<file path="config.mk">
export PLATFORM = sky130hd
export DESIGN_NAME = alu_share_arbiter_flat
export DESIGN_NICKNAME = d
export VERILOG_FILES = /design/src/rtl/alu_share_arbiter_if.sv /design/src/rtl/alu_share_arbiter.sv /design/src/flat_wrapper.sv
export SDC_FILE = /design/constraint.sdc
export NUM_CORES = 1
export LEC_CHECK = 0
export CORE_MARGIN = 2
export CORE_UTILIZATION = 30
export CTS_BUF_LIST = sky130_fd_sc_hd__clkbuf_8
export DETAILED_ROUTE_END_ITERATION = 8
export DONT_BUFFER_PORTS = 1
export PLACE_DENSITY_LB_ADDON = 0.2
export RECOVER_POWER = 25
export SKIP_LAST_GASP = 1
export SYNTH_ARGS = -nofsm -noshare
export SYNTH_HDL_FRONTEND = slang
export SYNTH_SLANG_ARGS = --single-unit
</file>
<file path="constraint.sdc">
create_clock -name clk -period 1.6 [get_ports clk]
set_input_delay 0.24 -clock clk [delete_from_list [all_inputs] [get_ports clk]]
set_output_delay 0.24 -clock clk [all_outputs]
set_load 0.05 [all_outputs]
</file>
<file path="src/rtl/alu_share_arbiter_if.sv">
// Handshake bundle between the two ALU requesters, the shared ALU and the arbiter.
// The arbiter connects to the slave modport. Requesters and the ALU connect to the master modport.
interface alu_share_arbiter_if #(
    parameter int WIDTH = 32,
    parameter int CNT_W = 16
);
    logic             req0_valid;
    logic             req0_ready;
    logic [3:0]       req0_op;
    logic [WIDTH-1:0] req0_a;
    logic [WIDTH-1:0] req0_b;
    logic             req1_valid;
    logic             req1_ready;
    logic [3:0]       req1_op;
    logic [WIDTH-1:0] req1_a;
    logic [WIDTH-1:0] req1_b;
    logic             alu_en;
    logic [3:0]       alu_op;
    logic [WIDTH-1:0] alu_a;
    logic [WIDTH-1:0] alu_b;
    logic [WIDTH-1:0] alu_result;
    logic             rsp0_valid;
    logic             rsp0_ready;
    logic [WIDTH-1:0] rsp0_data;
    logic             rsp0_err;
    logic             rsp1_valid;
    logic             rsp1_ready;
    logic [WIDTH-1:0] rsp1_data;
    logic             rsp1_err;
    logic             busy;
    logic [CNT_W-1:0] done_count;

    modport slave (
        input  req0_valid, req0_op, req0_a, req0_b,
        input  req1_valid, req1_op, req1_a, req1_b,
        input  alu_result, rsp0_ready, rsp1_ready,
        output req0_ready, req1_ready,
        output alu_en, alu_op, alu_a, alu_b,
        output rsp0_valid, rsp0_data, rsp0_err,
        output rsp1_valid, rsp1_data, rsp1_err,
        output busy, done_count
    );

    modport master (
        output req0_valid, req0_op, req0_a, req0_b,
        output req1_valid, req1_op, req1_a, req1_b,
        output alu_result, rsp0_ready, rsp1_ready,
        input  req0_ready, req1_ready,
        input  alu_en, alu_op, alu_a, alu_b,
        input  rsp0_valid, rsp0_data, rsp0_err,
        input  rsp1_valid, rsp1_data, rsp1_err,
        input  busy, done_count
    );
endinterface

</file>
<file path="src/rtl/alu_share_arbiter.sv">
// Round-robin sharing of one combinational ALU between the core pipeline (req0) and the debug unit (req1).
//   state | meaning
//   IDLE  | waiting for a request; grant goes to the one requester that is valid, or alternates when both are valid
//   ISSUE | operands driven to the ALU for one cycle; the result is captured at the end of the cycle
//   RESP  | response is held to the owner until that owner takes it
module alu_share_arbiter #(
    parameter int WIDTH = 32,
    parameter int CNT_W = 16
) (
    input logic               clk,
    input logic               reset,
    alu_share_arbiter_if.slave bus
);
    typedef enum logic [1:0] {IDLE, ISSUE, RESP} state_t;

    state_t           state, state_nxt;
    logic             last_grant;
    logic             owner;
    logic [3:0]       op_q;
    logic [WIDTH-1:0] a_q;
    logic [WIDTH-1:0] b_q;
    logic [WIDTH-1:0] data_q;
    logic             err_q;
    logic [CNT_W-1:0] cnt_q;

    logic             grant;
    logic             take;
    logic             rsp_take;
    logic [3:0]       sel_op;

    function automatic logic is_legal(input logic [3:0] op);
        case (op)
            4'b0001, 4'b0010, 4'b0011, 4'b0110,
            4'b0111, 4'b1001, 4'b1010: return 1'b1;
            default:                   return 1'b0;
        endcase
    endfunction

    always_comb begin
        grant          = bus.req1_valid;
        state_nxt      = state;
        bus.req0_ready = 1'b0;
        bus.req1_ready = 1'b0;
        bus.alu_en     = 1'b0;
        bus.alu_op     = 4'b0000;
        bus.alu_a      = '0;
        bus.alu_b      = '0;
        bus.rsp0_valid = 1'b0;
        bus.rsp1_valid = 1'b0;
        bus.rsp0_err   = 1'b0;
        bus.rsp1_err   = 1'b0;
        bus.rsp0_data  = '0;
        bus.rsp1_data  = '0;
        bus.busy       = (state != IDLE);
        bus.done_count = cnt_q;
        // Both valid: the requester that did not win last time goes first.
        if (bus.req0_valid && bus.req1_valid)
            grant = ~last_grant;
        sel_op   = grant ? bus.req1_op : bus.req0_op;
        take     = 1'b0;
        rsp_take = 1'b0;
        case (state)
            IDLE: begin
                bus.req0_ready = bus.req0_valid && !grant;
                bus.req1_ready = bus.req1_valid && grant;
                take           = bus.req0_ready || bus.req1_ready;
                if (take)
                    state_nxt = is_legal(sel_op) ? ISSUE : RESP;
            end
            ISSUE: begin
                bus.alu_en = 1'b1;
                bus.alu_op = op_q;
                bus.alu_a  = a_q;
                bus.alu_b  = b_q;
                state_nxt  = RESP;
            end
            RESP: begin
                bus.rsp0_valid = !owner;
                bus.rsp1_valid = owner;
                bus.rsp0_err   = !owner && err_q;
                bus.rsp1_err   = owner && err_q;
                bus.rsp0_data  = owner ? '0 : data_q;
                bus.rsp1_data  = owner ? data_q : '0;
                rsp_take       = owner ? bus.rsp1_ready : bus.rsp0_ready;
                if (rsp_take)
                    state_nxt = IDLE;
            end
            default: state_nxt = IDLE;
        endcase
    end

    always_ff @(posedge clk) begin
        if (reset) begin
            state      <= IDLE;
            last_grant <= 1'b1;
            owner      <= 1'b0;
            op_q       <= 4'b0000;
            a_q        <= '0;
            b_q        <= '0;
            data_q     <= '0;
            err_q      <= 1'b0;
            cnt_q      <= '0;
        end else begin
            state <= state_nxt;
            if (take) begin
                owner      <= grant;
                last_grant <= grant;
                op_q       <= sel_op;
                a_q        <= grant ? bus.req1_a : bus.req0_a;
                b_q        <= grant ? bus.req1_b : bus.req0_b;
                err_q      <= !is_legal(sel_op);
                data_q     <= '0;
            end
            if (state == ISSUE)
                data_q <= bus.alu_result;
            if (rsp_take)
                cnt_q <= cnt_q + CNT_W'(1);
        end
    end
endmodule

</file>
<file path="src/flat_wrapper.sv">
// flat-port wrapper written by rule: the top's interface ports become plain ports
module alu_share_arbiter_flat 
#(
    parameter int WIDTH = 32,
    parameter int CNT_W = 16
)
  (clk, reset, bus_req0_valid, bus_req0_op, bus_req0_a, bus_req0_b, bus_req1_valid, bus_req1_op, bus_req1_a, bus_req1_b, bus_alu_result, bus_rsp0_ready, bus_rsp1_ready, bus_req0_ready, bus_req1_ready, bus_alu_en, bus_alu_op, bus_alu_a, bus_alu_b, bus_rsp0_valid, bus_rsp0_data, bus_rsp0_err, bus_rsp1_valid, bus_rsp1_data, bus_rsp1_err, bus_busy, bus_done_count);
  alu_share_arbiter_if #(.WIDTH(WIDTH), .CNT_W(CNT_W)) bus_i ();
  input logic clk;
  input logic reset;
  input wire logic [$bits(bus_i.req0_valid)-1:0] bus_req0_valid;
  input wire logic [$bits(bus_i.req0_op)-1:0] bus_req0_op;
  input wire logic [$bits(bus_i.req0_a)-1:0] bus_req0_a;
  input wire logic [$bits(bus_i.req0_b)-1:0] bus_req0_b;
  input wire logic [$bits(bus_i.req1_valid)-1:0] bus_req1_valid;
  input wire logic [$bits(bus_i.req1_op)-1:0] bus_req1_op;
  input wire logic [$bits(bus_i.req1_a)-1:0] bus_req1_a;
  input wire logic [$bits(bus_i.req1_b)-1:0] bus_req1_b;
  input wire logic [$bits(bus_i.alu_result)-1:0] bus_alu_result;
  input wire logic [$bits(bus_i.rsp0_ready)-1:0] bus_rsp0_ready;
  input wire logic [$bits(bus_i.rsp1_ready)-1:0] bus_rsp1_ready;
  output wire logic [$bits(bus_i.req0_ready)-1:0] bus_req0_ready;
  output wire logic [$bits(bus_i.req1_ready)-1:0] bus_req1_ready;
  output wire logic [$bits(bus_i.alu_en)-1:0] bus_alu_en;
  output wire logic [$bits(bus_i.alu_op)-1:0] bus_alu_op;
  output wire logic [$bits(bus_i.alu_a)-1:0] bus_alu_a;
  output wire logic [$bits(bus_i.alu_b)-1:0] bus_alu_b;
  output wire logic [$bits(bus_i.rsp0_valid)-1:0] bus_rsp0_valid;
  output wire logic [$bits(bus_i.rsp0_data)-1:0] bus_rsp0_data;
  output wire logic [$bits(bus_i.rsp0_err)-1:0] bus_rsp0_err;
  output wire logic [$bits(bus_i.rsp1_valid)-1:0] bus_rsp1_valid;
  output wire logic [$bits(bus_i.rsp1_data)-1:0] bus_rsp1_data;
  output wire logic [$bits(bus_i.rsp1_err)-1:0] bus_rsp1_err;
  output wire logic [$bits(bus_i.busy)-1:0] bus_busy;
  output wire logic [$bits(bus_i.done_count)-1:0] bus_done_count;
  assign bus_i.req0_valid = bus_req0_valid;
  assign bus_i.req0_op = bus_req0_op;
  assign bus_i.req0_a = bus_req0_a;
  assign bus_i.req0_b = bus_req0_b;
  assign bus_i.req1_valid = bus_req1_valid;
  assign bus_i.req1_op = bus_req1_op;
  assign bus_i.req1_a = bus_req1_a;
  assign bus_i.req1_b = bus_req1_b;
  assign bus_i.alu_result = bus_alu_result;
  assign bus_i.rsp0_ready = bus_rsp0_ready;
  assign bus_i.rsp1_ready = bus_rsp1_ready;
  assign bus_req0_ready = bus_i.req0_ready;
  assign bus_req1_ready = bus_i.req1_ready;
  assign bus_alu_en = bus_i.alu_en;
  assign bus_alu_op = bus_i.alu_op;
  assign bus_alu_a = bus_i.alu_a;
  assign bus_alu_b = bus_i.alu_b;
  assign bus_rsp0_valid = bus_i.rsp0_valid;
  assign bus_rsp0_data = bus_i.rsp0_data;
  assign bus_rsp0_err = bus_i.rsp0_err;
  assign bus_rsp1_valid = bus_i.rsp1_valid;
  assign bus_rsp1_data = bus_i.rsp1_data;
  assign bus_rsp1_err = bus_i.rsp1_err;
  assign bus_busy = bus_i.busy;
  assign bus_done_count = bus_i.done_count;
  alu_share_arbiter #(.WIDTH(WIDTH), .CNT_W(CNT_W)) u_core (.clk(clk), .reset(reset), .bus(bus_i));
endmodule
</file>
==> flow_summary_export.csv, run 1 <==
group,metric,value,unit
run_status,status,"complete, but fails checks",
run_status,violations,"negative hold slack, negative setup slack",
drt,drt_first_iter_violations,257,
yosys,synth_top_area_share,0.408,
clock_tree,clock_latency,0.43,ns
place,io_buffer_count,0,
global_routing,grt_pass1_vias,5097,
setup_path,cp.arrival,1.67,ns
setup_path,timing.critical_path.required,1.36,ns
flow_run,drv_cap,0,
drt,wirelength,21.4,mm
sta,min_period,1.91,ns
yosys,syn-instance-count,688,
floorplan,die_x,145,um
power,p_leak,3.67,nW
floorplan,num_rows,51,
sta,fin_worst_skew,0.0127,ns
power,peakVddDrop,0.552,mV
drt,routedWlPerCell,20.2,um
setup_path,start_kind,"flip-flop",
cells_and_area,finalInstanceArea,0.00911,mm2
place,post_dp_cell_area,0.00781,mm2
yosys,ys_types,41,
power,p_per_area,977,mW/mm2
sta,rsz0062_at_grt,"true",
drt,ant_nets,0,
yosys,yosysSeqAreaShare,0.408,
floorplan,io_pins,330,
global_routing,antenna_found_initial,2,
setup_path,crit_type,"flip-flop to output port",
setup_path,endpoint_kind,"output port",
yosys,yosysWarnings,0,
cells_and_area,area_delta_synth_final,53.4,%
yosys,synth.avg_cell_area,8.63,um2
clock_tree,cts_tree,"yes",
sta,fmax,523,MHz
sta,worst-slew-pin-transition,0.437,ns
place,place_congestion,0.793,
yosys,syn-cell-area,0.00594,mm2
global_routing,grt_max_degree,125,
floorplan,die-area,0.0209,mm2
clock_tree,cts_root_buf,"clkbuf_8",
sta,max-slew-margin-rel,0.706,
yosys,synth-edff-count,0,
place,post-dp-hpwl,13.4,mm
sta,hold_violations,78,
sta,slew_viol_final,0,
drt,route.detailed.drc,0,
yosys,synth-seq-cells,121,
global_routing,grt_overflow_total,0,
sta,finalHoldWorstSlack,-0.109,ns
sta,fin_ws,-0.313,ns
drt,first_pass_iters,4,
cells_and_area,seq_area,0.00246,mm2
setup_path,path_max_fanout,5,
cells_and_area,layout-drive-gt1-share,0.459,
yosys,synthArstFlopShare,0,
clock_tree,numClockSinks,121,
clock_tree,cts_buffer_depth,2,
yosys,synth_area_leaders,"dfxtp_1, mux2i_1, and2_1",
drt,viasPerCell,5.17,
sta,setup_viol,142,
clock_tree,cts-htree-levels,4,
cells_and_area,instances_no_fill,1064,
floorplan,fp.dieH,145,um
yosys,synth_largest_area_cell,"dfxtp_1",
sta,tns,-36.39,ns
min_path,hold_class,"input port to flip-flop",
floorplan,start_util,0.305,
clock_tree,clkTransAtPathRegs,0.07,ns
global_routing,grt_pass1_wl,28.2,mm
cells_and_area,layout.nets,961,
floorplan,core_area,0.0195,mm2
clock_tree,cts_buffers,17,
sta,finalCritPeriodShare,1.20,
place,dp.cells,988,
drt,via_count,5498,
cells_and_area,n_fill_cell,1858,
cells_and_area,multiInputGateArea,0.00376,mm2
global_routing,grtUsageTotal,0.177,
yosys,synth_fp_nets,863,
yosys,synth_flop_cell,"dfxtp_1",
## worst max-delay path, cell delays in order (launching register included)
cell and delay, ns:
dfxtp_2 0.34, buf_6 0.13, and2b_4 0.18, buf_12 0.15, clkbuf_16 0.15, and2_4 0.16
buf_12 0.14
## per-layer routing
layer | GRT usage | vias up | wire length (um)
met5 | 0 | - | 0
met4 | 0.0506 | 0 | 318
met3 | 0.0602 | 22 | 1610
met2 | 0.305 | 237 | 10800
met1 | 0.210 | 2623 | 8760
li1 | - | 2616 | -
## power by group
| part | total (mW) | internal, mW | switching [mW] |
|---|---|---|---|
| registers | 3.57 | 3.35 | 0.226 |
| clock network | 2.32 | 1.11 | 1.22 |
| logic | 3.01 | 1.40 | 1.60 |
| total | 8.90 | 5.86 | 3.05 |
## cell families after synthesis
group,share of synthesized area
AOI/OAI and AO/OA,0.152
muxes,0.120
buffers and inverters,0.0455
xor gates and xnor gates,0.0118
DFF,0.408
adders and majority gates,0.00211
and+or+nand+nor,0.260
## repair_timing
action / 4_1_cts / 5_1_grt
pin swaps: 50 / 58
gates resized for setup: 56 / 77
gates cloned: 6 / 15
endpoints found under the setup margin: 164 / 236
buffers inserted: 17 / 15
hold endpoints to repair: 119 / 119
## worst paths after layout
path | to | start | cells after the start | slack (ns)
setup / recovery | bus_alu_op[3] | u_core.state[0] | 6 | -0.31
setup reg to reg | u_core.err_q | u_core.last_grant | 7 | -0.02
hold reg to reg | u_core.a_q[20] | u_core.a_q[20] | 2 | 0.50
hold / removal | u_core.bus.done_count[12] | reset | 1 | -0.11
## cells in the final DEF (no fill, tap or decap), drive strengths merged, types with 3 or more instances in the layout
master  instances
o21ai           7
xnor2           5
and3           34
a211oi         69
and2          103
a22oi          33
nand3           5
xor2            3
or3             5
and4            3
clkinv          7
a21oi          10
dfxtp         121
buf           114
nand4           3
clkbuf         48
inv             5
nand2           5
nor2          120
mux2i          69
nor3            3
## through the flow
| stage | utilization | hold WS [ns] | setup WS [ns] | power (mW) |
|---|---|---|---|---|
| after floorplan | - | 0.401 | -0.0311 | 5.11 |
| after global placement | 0.401 | 0.315 | 0.00980 | 5.68 |
| after detailed placement | 0.401 | 0.319 | -0.0475 | 5.74 |
| after CTS | 0.440 | -0.159 | -0.369 | 8.41 |
| after global routing | 0.468 | -0.176 | -0.382 | 9.36 |
| final | 0.468 | -0.109 | -0.313 | 8.90 |
## sequential cells by signal, summed over array words and instances, names as in the netlist
register,count
u_core.state,2
u_core.a_q,32
u_core.last_grant,1
u_core.data_q,32
u_core.op_q,4
u_core.owner,1
u_core.b_q,32
u_core.err_q,1
u_core.bus.done_count,16
## Yosys cell counts, types with 2 or more instances
cell type	instances
and4_1	3
nor2_1	120
a22oi_1	33
buf_2	15
nand4_1	3
nand3_1	5
dfxtp_1	121
xor2_1	3
o31ai_1	2
nor2b_1	2
a211oi_1	69
a21oi_1	10
o21ai_0	7
and2_1	103
and3_1	34
xnor2_1	5
inv_1	3
nor3_1	3
clkbuf_1	46
mux2i_1	69
buf_1	3
or3_1	4
mux2_2	2
nand2_1	5
nand4b_1	2
## cell type report
cell class	instances	area share
Antenna cell	2	0.000549
Clock buffer	19	0.0287
Clock inverter	11	0.00673
Inverter	3	0.00124
Multi-Input combinational cell	500	0.413
Sequential cell	121	0.270
Tap cell	265	0.0364
Timing Repair Buffer	143	0.244
Note: power is estimated with default switching activity, not from simulation.
==> run 2: changes to the inputs <==
Settings changed: HOLD_SLACK_MARGIN set to 0.08.
==> run 2 against run 1 <==
Net effect: the flow still finishes with violations (negative hold slack, negative setup slack); global-route usage is essentially flat; via count is 0.45% higher; critical endpoint unchanged; highest routed layer unchanged; worst hold slack about the same; wire length shrank 0.14%; critical path type unchanged; setup slack barely moved; register-to-register slack is essentially flat; power barely moved; combinational power about the same; cell area is 0.33% higher.
==> flow_summary_export.csv, run 2 (same netlist as run 1, synthesis figures left out) <==
group,metric,value,unit
drt,wirelength,21.4,mm
sta,rsz0062_at_grt,"true",
flow_run,drv_cap,0,
setup_path,r2r_cells,7,
setup_path,endpoint_kind,"output port",
power,p_leak,3.69,nW
cells_and_area,n_fill_cell,1854,
clock_tree,numClockSinks,121,
setup_path,max_stage_delay,0.34,ns
min_path,hold_class,"input port to flip-flop",
min_path,worstHoldStart,"reset",
drt,ant_nets,0,
setup_path,cp.buffers_inverters,4,
min_path,hold_depth,1,
place,io_buffer_count,0,
sta,worst-slew-pin-transition,0.444,ns
floorplan,start_util,0.305,
place,place_congestion,0.793,
global_routing,grt_pass1_wl,28.3,mm
cells_and_area,top_regs,"u_core.a_q (32), u_core.b_q (32), u_core.data_q (32)",
setup_path,critPathTopFamily,"buffers and inverters",
setup_path,start_kind,"flip-flop",
cells_and_area,layout-drive-gt1-share,0.458,
sta,fmax,523,MHz
clock_tree,clock_latency,0.43,ns
clock_tree,cts_buffer_depth,2,
sta,fin_ws,-0.313,ns
setup_path,crit_type,"flip-flop to output port",
drt,drt_first_iter_violations,253,
sta,fin_worst_skew,0.0129,ns
clock_tree,cts-htree-levels,4,
drt,first_pass_iters,5,
setup_path,startpoint,"u_core.state[0]",
sta,slew_viol_final,0,
clock_tree,clkTransAtPathRegs,0.07,ns
setup_path,cpMaxStageDelayCell,"dfxtp_2",
run_status,violations,"negative hold slack, negative setup slack",
clock_tree,cts_root_buf,"clkbuf_8",
cells_and_area,final_cell_mix,"nor2_1, dfxtp_1, and2_4, mux2i_1, buf_12",
drt,routedWlPerCell,20.1,um
floorplan,die_x,145,um
setup_path,r2r-start,"u_core.last_grant",
global_routing,grt_pass1_vias,5103,
place,post-dp-hpwl,13.4,mm
setup_path,cpMostUsedCell,"buf_12",
setup_path,cp.arrival,1.67,ns
setup_path,timing.critical_path.required,1.36,ns
drt,viasPerCell,5.18,
sta,setup_viol,141,
clock_tree,cts_tree,"yes",
global_routing,grtUsageTotal,0.178,
global_routing,antenna_found_initial,2,
drt,route.detailed.drc,0,
min_path,hold_end,"u_core.bus.done_count[12]",
power,peakVddDrop,0.552,mV
run_status,status,"complete, but fails checks",
global_routing,grt_overflow_total,0,
floorplan,die-area,0.0209,mm2
power,p_per_area,974,mW/mm2
sta,finalCritPeriodShare,1.20,
sta,hold_violations,79,
floorplan,fp.dieH,145,um
clock_tree,cts_buffers,17,
sta,finalHoldWorstSlack,-0.109,ns
cells_and_area,area_delta_synth_final,53.9,%
setup_path,path_max_fanout,5,
setup_path,reg2reg_to,"u_core.err_q",
sta,max-slew-margin-rel,0.701,
cells_and_area,utilization,0.470,
floorplan,core_area,0.0195,mm2
clock_tree,cts_hold_buf,3,
cells_and_area,layout.nets,964,
power,p_total,8.91,mW
floorplan,num_rows,51,
sta,min_period,1.91,ns
setup_path,reg2reg_slack,-0.02,ns
setup_path,worstPathCellList,"buf_6 > and2b_4 > buf_12 > clkbuf_16 > and2_4 > buf_12",
global_routing,grt_max_degree,125,
floorplan,io_pins,330,
drt,via_count,5523,
cells_and_area,final_common_cell,"nor2_1",
## run 2: cell count changes in the layout (fill, tap and decap cells not counted), sizes merged
| cell | previous run | this run |
|---|---|---|
| dlygate4sd3 | 0 | 3 |
## run 2: through the flow
step | TNS (ns) | setup slack (ns) | hold slack [ns] | instances | cell area [um2]
after floorplan | -0.0521 | -0.0311 | 0.401 | 688 | 6210
after global placement | 0 | 0.00980 | 0.315 | 988 | 7810
after detailed placement | -0.251 | -0.0475 | 0.319 | 988 | 7810
after CTS | -42.98 | -0.369 | -0.159 | 1044 | 8590
after global routing | -47.55 | -0.382 | -0.176 | 1066 | 9140
final | -36.45 | -0.313 | -0.109 | 1067 | 9140
## run 2: how the worst max path moves through the flow
stage                     slack, ns  depth (start not counted)                         to
after global placement         0.01                          4  u_core.bus.done_count[13]
after global routing          -0.38                          5          bus_rsp1_data[23]
after detailed placement      -0.05                          6             u_core.b_q[16]
after CTS                     -0.37                          5              bus_alu_b[16]
after floorplan               -0.03                          4  u_core.bus.done_count[15]
final                         -0.31                          6              bus_alu_op[3]
## run 2: per-layer routing
layer,wire [um],vias up,global-route usage,share of wire
met5,0,-,0,0
met4,318,0,0.0506,0.015
met3,1710,22,0.0602,0.080
met2,10800,247,0.305,0.50
met1,8610,2632,0.211,0.40
li1,-,2622,-,-
## run 2: worst reg2reg max path, stage by stage (launching register included)
cell      delay (ns)
dfxtp_1         0.37
a21boi_4        0.07
buf_4           0.16
buf_12          0.16
a221oi_1        0.31
a21oi_2         0.09
buf_4           0.16
a211oi_1        0.21
## run 2: layout make-up
class,count,area [um2],area share
Antenna cell,2,5.00,0.000547
Clock buffer,19,262,0.0286
Clock inverter,11,61.3,0.00670
Inverter,3,11.3,0.00123
Multi-Input combinational cell,500,3760,0.412
Sequential cell,121,2460,0.269
Tap cell,265,332,0.0363
Timing Repair Buffer,146,2250,0.246
## run 2: timing repair
item                                   CTS  global route
gates resized for setup                 56            77
setup endpoints to repair              164           236
endpoints found under the hold margin  121           119
setup buffers                           17            15
cloned                                   6            15
pin swaps                               50            58
## run 2: report_power, final
| part | internal (mW) | switching [mW] | leakage (nW) |
|---|---|---|---|
| sequential | 3.35 | 0.226 | 1.00 |
| clock | 1.11 | 1.22 | 0.175 |
| combinational | 1.41 | 1.60 | 2.51 |
